## config.mk

```make
export PLATFORM = sky130hd
export DESIGN_NAME = imem_program_encoder
export DESIGN_NICKNAME = d
export VERILOG_FILES = /design/src/rtl/imem_program_encoder_pkg.sv /design/src/rtl/imem_program_encoder_packer.sv /design/src/rtl/imem_program_encoder.sv
export SDC_FILE = /design/constraint.sdc
export NUM_CORES = 1
export LEC_CHECK = 0
export BUFFER_PORTS_ARGS = -buffer_cell sky130_fd_sc_hd__buf_2
export CELL_PAD_IN_SITES_DETAIL_PLACEMENT = 0
export CELL_PAD_IN_SITES_GLOBAL_PLACEMENT = 1
export CORE_UTILIZATION = 25
export CTS_CLUSTER_SIZE = 30
export DETAILED_ROUTE_END_ITERATION = 7
export PLACE_DENSITY = 0.63
export SLEW_MARGIN = 25
export SYNTH_ARGS = -nofsm -noshare
export SYNTH_HDL_FRONTEND = slang
export SYNTH_HIERARCHICAL = 1
export SYNTH_SLANG_ARGS = --single-unit
```

## constraint.sdc

```tcl
create_clock -name clock -period 2.85 [get_ports clock]
set_input_delay 0.4275 -clock clock [delete_from_list [all_inputs] [get_ports clock]]
set_output_delay 0.4275 -clock clock [all_outputs]
set_load 0.01 [all_outputs]
```

## src/rtl/imem_program_encoder_pkg.sv

```systemverilog
// imem_program_encoder_pkg: shared ISA opcodes, field positions and loader states
package imem_program_encoder_pkg;

    localparam logic [4:0] OP_R    = 5'b00000;
    localparam logic [4:0] OP_J    = 5'b00001;
    localparam logic [4:0] OP_BNE  = 5'b00010;
    localparam logic [4:0] OP_JAL  = 5'b00011;
    localparam logic [4:0] OP_JR   = 5'b00100;
    localparam logic [4:0] OP_ADDI = 5'b00101;
    localparam logic [4:0] OP_BLT  = 5'b00110;
    localparam logic [4:0] OP_SW   = 5'b00111;
    localparam logic [4:0] OP_LW   = 5'b01000;

    localparam int OP_LSB    = 27;
    localparam int RD_LSB    = 22;
    localparam int RS_LSB    = 17;
    localparam int RT_LSB    = 12;
    localparam int SHAMT_LSB = 7;
    localparam int ALUOP_LSB = 2;

    typedef enum logic [1:0] {
        S_IDLE  = 2'd0,
        S_LOAD  = 2'd1,
        S_FLUSH = 2'd2,
        S_DONE  = 2'd3
    } state_t;

endpackage

```

## src/rtl/imem_program_encoder_packer.sv

```systemverilog
// imem_program_encoder_packer: packs decoded fields into a 32-bit ISA word and flags legal opcodes
module imem_program_encoder_packer
    import imem_program_encoder_pkg::*;
(
    input  logic [4:0]  opcode,
    input  logic [4:0]  rd,
    input  logic [4:0]  rs,
    input  logic [4:0]  rt,
    input  logic [4:0]  shamt,
    input  logic [4:0]  aluop,
    input  logic [16:0] imm,
    input  logic [26:0] target,
    output logic [31:0] word,
    output logic        legal
);

    // select the layout by opcode; fields a layout does not use stay zero
    always_comb begin
        word  = '0;
        legal = 1'b1;
        case (opcode)
            OP_R:                                 word = {opcode, rd, rs, rt, shamt, aluop, 2'b00};
            OP_ADDI, OP_BNE, OP_BLT, OP_SW, OP_LW: word = {opcode, rd, rs, imm};
            OP_J, OP_JAL:                         word = {opcode, target};
            OP_JR:                                word = {opcode, rd, 22'b0};
            default:                              legal = 1'b0;
        endcase
    end

endmodule

```

## src/rtl/imem_program_encoder.sv

```systemverilog
// imem_program_encoder: streams decoded instructions into imem as packed words, flagging bad loads
module imem_program_encoder
    import imem_program_encoder_pkg::*;
#(
    parameter int unsigned ADDR_W    = 12,
    parameter int unsigned BASE_ADDR = 0,
    parameter int unsigned DEPTH     = 4096
) (
    input  logic              clock,
    input  logic              reset,
    input  logic              start,
    input  logic              in_valid,
    output logic              in_ready,
    input  logic              in_last,
    input  logic [4:0]        in_opcode,
    input  logic [4:0]        in_rd,
    input  logic [4:0]        in_rs,
    input  logic [4:0]        in_rt,
    input  logic [4:0]        in_shamt,
    input  logic [4:0]        in_aluop,
    input  logic [16:0]       in_imm,
    input  logic [26:0]       in_target,
    output logic              imem_wren,
    output logic [ADDR_W-1:0] imem_addr,
    output logic [31:0]       imem_data,
    output logic [ADDR_W:0]   instr_count,
    output logic              done,
    output logic              err_illegal,
    output logic              err_overflow
);

    localparam int CW = ADDR_W + 1;

    state_t      state, nxt;
    logic [31:0] word;
    logic        legal, go, xfer, full, wr, ovf;

    imem_program_encoder_packer u_pack (
        .opcode (in_opcode),
        .rd     (in_rd),
        .rs     (in_rs),
        .rt     (in_rt),
        .shamt  (in_shamt),
        .aluop  (in_aluop),
        .imm    (in_imm),
        .target (in_target),
        .word   (word),
        .legal  (legal)
    );

    assign in_ready = state == S_LOAD;

    // transfer qualification and next-state selection
    always_comb begin
        go   = start & (state == S_IDLE | state == S_DONE);
        xfer = in_valid & in_ready;
        full = instr_count == CW'(DEPTH);
        wr   = xfer & legal & ~full;
        ovf  = xfer & legal & full;
        nxt  = state;
        case (state)
            S_IDLE:  nxt = go ? S_LOAD : S_IDLE;
            S_LOAD:  nxt = ovf ? S_DONE : (xfer & in_last) ? S_FLUSH : S_LOAD;
            S_FLUSH: nxt = S_DONE;
            S_DONE:  nxt = go ? S_LOAD : S_DONE;
            default: nxt = S_IDLE;
        endcase
    end

    // state register
    always_ff @(posedge clock or posedge reset) begin
        if (reset) state <= S_IDLE;
        else       state <= nxt;
    end

    // write port, counter, completion pulse and sticky error flags
    always_ff @(posedge clock or posedge reset) begin
        if (reset) begin
            imem_wren    <= 1'b0;
            imem_addr    <= ADDR_W'(BASE_ADDR);
            imem_data    <= '0;
            instr_count  <= '0;
            done         <= 1'b0;
            err_illegal  <= 1'b0;
            err_overflow <= 1'b0;
        end else begin
            imem_wren <= wr;
            done      <= state != S_DONE && nxt == S_DONE;
            if (go) begin
                imem_addr    <= ADDR_W'(BASE_ADDR);
                instr_count  <= '0;
                err_illegal  <= 1'b0;
                err_overflow <= 1'b0;
            end
            if (wr) begin
                imem_addr   <= ADDR_W'(BASE_ADDR) + instr_count[ADDR_W-1:0];
                imem_data   <= word;
                instr_count <= instr_count + CW'(1);
            end
            if (xfer & ~legal) err_illegal <= 1'b1;
            if (ovf) err_overflow <= 1'b1;
        end
    end

endmodule

```

==> key figures <==
Clock network
  – Clk_lat worst skew: 0.33 ns
  – # Post-CTS Setup Buffers: 0
  – H-tree levels: 3
  – CTS tree: built
  – Longest Clk Path Bufs: 2
  – Register clock-pin slew on the reported worst setup and hold paths: ~0.060 ns
  – # resized after CTS: 0
  – Hold_buf cts: 0
  – CTS Buf Count: 9
  – CTS sink count: 63
  – CTS root buffer: clkbuf_16

Drt
  – # DRC: 0
  – Post-DRT Antenna Nets: 0
  – Drt first-iter violations: 116
  – Via count: 3141
  – First-pass DRT Iterations: 5
  – Vias/cell: approximately 4.6
  – Wirelength per Cell: 14.64 um
  – Detailed Route WL: 10100 um

Critical path
  – Crit-path max cell delay: 0.52 ns
  – CP Depth: 7
  – Largest delay contributor family on the critical path: simple AND/OR/NAND/NOR gates
  – R2R cell count: 7
  – Critical path startpoint: instr_count[0]$_DFFE_PP0P_
  – R2R Path Start: instr_count[0]$_DFFE_PP0P_
  – CP max FO: 29
  – Critical path class: reg -> reg
  – R2R Setup Slk: 0.43 ns
  – Worst Path Required: 3.06 ns
  – WP data arrival: approximately 2.6 ns
  – Worst setup SP type: register
  – Cell Chain, Critical Path: inv_1, ha_1, or4b_1, o31ai_4, buf_4, nor3_1, a211o_1
  – WP buf/inv: 2
  – Slowest CP cell: or4b_1
  – Crit end category: register
  – Worst R2R End: instr_count[9]$_DFFE_PP0P_

STA
  – Skew final: 0.005931 ns
  – Post-Route Setup TNS: 0 ns
  – Slew margin rel.: 0.6205
  – Final min period: 2.415 ns
  – Final hold viol count: 0
  – Final setup viols: 0
  – Unrepaired setup endpoints after global routing: no
  – Period utilization: 0.8475
  – Worst-Margin Slew: 0.5641 ns
  – Max Freq: 0.4140 GHz
  – Fin. max-slew vios: 0

Global route
  – Total track usage: 0.1531
  – Grt ovf: 0
  – Pin count of the biggest net entering global routing: 44
  – Initial antenna violation count: 0
  – First-pass GRT wire length: approximately 17000 um
  – Vias in the first global route: 3259

Placement
  – PortBufs: 140
  – Routability Congestion: approximately 0.76
  – Final HPWL DP: around 7300 um

Die
  – Rows: 42
  – Initial core utilization: 0.2555
  – Die area: 0.01395 mm2
  – Die Y: 118.1 um
  – Die Span X: approximately 120 um
  – IO Pins: approximately 140
  – CORE AREA: 0.01319 mm2

Synthesis
  – Syn Nets: 457
  – Yosys cell types: 47
  – Syn_area_per_cell: 9.058 um2
  – Synth area leaders: dfrtp_1, nand2_1, a221o_2
  – Register area share after synthesis: 0.4679
  – Post-synthesis instance total: 372
  – EDFF count, synth: 0
  – YS warnings: 6
  – Synth async-reset ratio: 1.000
  – Post-synth top area share: 0.4679
  – Largest area contributor in the synthesized netlist: dfrtp_1
  – Predominant post-synthesis flop cell: dfrtp_1
  – Mapped cell area: 0.003369 mm2
  – Synth Register Bits: 63

Power and ir drop
  – Sw Share: 0.3303
  – Leak Pwr: 2.520 nW
  – Psw: 0.001024 W
  – Comb pwr share: 0.277
  – Power Total: 0.003100 W
  – Int Pwr: between 0.002 and 0.0025 W
  – Max VDD drop: 0.3058 mV
  – P per Cell Area: 684.2 mW/mm2
  – Reg power frac: 0.388
  – Clock share of power: 0.334

Layout
  – Multi-input logic area: 0.001628 mm2
  – Diode count: 0
  – Layout cells sized above 1: 0.3755
  – Register area: 0.001577 mm2
  – Fin nets: 595
  – Fillers: about 1400
  – Area Growth Syn to Fin: 34.46%

Min path
  – Min-Delay Path Class: in -> async

Outcome
  – Status: complete, no violations

Flow run
  – Max Cap Viol: 0
==> area by class of cell <==
| class | instances | share of cell area |
|---|---|---|
| multi-input combinational | 278 | 0.3593 |
| sequential | 63 | 0.3480 |
| timing repair buffer | 151 | 0.1756 |
| clock buffer | 12 | 0.05882 |
| tap | 176 | 0.04861 |
| inverter | 7 | 0.005799 |
| clock inverter | 3 | 0.003866 |
==> per-stage QoR <==
| step | utilization | setup slack (ns) | hold WS, ns | instances | cell area [um2] |
|---|---|---|---|---|---|
| after floorplan | - | 0.3630 | 0.5111 | 372 | 3369 |
| after global placement | 0.3220 | 0.3482 | 0.4573 | 675 | 4247 |
| after detailed placement | 0.3220 | 0.3061 | 0.4581 | 675 | 4247 |
| after CTS | 0.3435 | 0.4126 | 0.1332 | 690 | 4531 |
| after global routing | 0.3435 | 0.2957 | 0.1606 | 690 | 4531 |
| final | 0.3435 | 0.4346 | 0.1177 | 690 | 4531 |
==> worst max-delay path by stage <==
stage	endpoint	slack, ns
4_1_cts	instr_count[9]$_DFFE_PP0P_	0.41
3_3_place_gp	instr_count[5]$_DFFE_PP0P_	0.35
6_report	instr_count[9]$_DFFE_PP0P_	0.43
5_1_grt	instr_count[8]$_DFFE_PP0P_	0.30
2_1_floorplan	instr_count[4]$_DFFE_PP0P_	0.36
3_5_place_dp	instr_count[6]$_DFFE_PP0P_	0.31
==> cell usage in the layout (no fill, tap or decap), types with 2 or more instances in the layout <==
cell type  instances
and4_1             3
buf_4             10
mux2_1             2
nand4_1            3
a21o_1             3
a221o_2           15
xor2_1             3
ha_1               6
or4b_4             2
nand3_1           18
and3_1             7
a211o_1            4
nand2_1          129
clkbuf_16          9
a22o_1             9
nand2b_1           8
clkinv_2           2
nor2_1             2
buf_2            140
nor3b_1            2
or2_2              2
and2_1            16
nor3_1             7
a21oi_1            2
clkbuf_8           3
dfrtp_1           63
inv_2              2
inv_1              5
o21ai_0           16
==> cell usage after synthesis, types with 2 or more instances <==
| cell type | n |
|---|---|
| buf_4 | 3 |
| nand2_1 | 129 |
| nand3_1 | 18 |
| clkbuf_1 | 6 |
| inv_1 | 6 |
| and2_1 | 16 |
| or4b_4 | 2 |
| buf_2 | 12 |
| buf_6 | 3 |
| xor2_1 | 3 |
| a21o_1 | 3 |
| o21ai_0 | 16 |
| and4_1 | 3 |
| a22o_1 | 9 |
| nor2_1 | 2 |
| nor3_1 | 7 |
| nor3b_1 | 2 |
| mux2_1 | 2 |
| a21oi_1 | 2 |
| ha_1 | 6 |
| nand4_1 | 3 |
| dfrtp_1 | 63 |
| and3_1 | 7 |
| a211o_1 | 4 |
| nand2b_1 | 8 |
| a221o_2 | 15 |
| or2_2 | 2 |
==> flip-flops by register name (all words and copies together) (netlist names) <==
| signal | cells |
|---|---|
| err_overflow | 1 |
| imem_wren | 1 |
| err_illegal | 1 |
| imem_data | 32 |
| state | 2 |
| imem_addr | 12 |
| done | 1 |
| instr_count | 13 |
==> per-layer routing <==
layer / up-vias / track usage / wire length (um)
li1: 1548 / - / -
met1: 1488 / 0.2062 / 4791
met2: 96 / 0.2393 / 4704
met3: 9 / 0.03585 / 486
met4: 0 / 0.05288 / 120
met5: - / 0 / 0
==> power groups by stage <==
stage / Clock [W] / Combinational (W) / Sequential [W]
2_1_floorplan: 0 / 0.000403 / 0.00129
3_3_place_gp: 0 / 0.000861 / 0.00122
3_5_place_dp: 0 / 0.000873 / 0.00122
4_1_cts: 0.00107 / 0.000874 / 0.00121
5_1_grt: 0.00111 / 0.000959 / 0.00123
6_report: 0.00104 / 0.000859 / 0.00120
==> cells by family (layout without fill, tap and decap cells) <==
family / Yosys count / in the layout / share of synthesized area
AOI/OAI and AO/OA: 56 / 56 / 0.1419
xor gates and xnor gates: 4 / 4 / 0.01040
adders and majority gates: 6 / 6 / 0.02228
buffers and inverters: 31 / 173 / 0.04901
DFF: 63 / 63 / 0.4679
muxes: 3 / 3 / 0.01003
other: 1 / 1 / 0.001113
and+or+nand+nor: 208 / 208 / 0.2974
No activity file was read; power rests on OpenSTA's default activity.
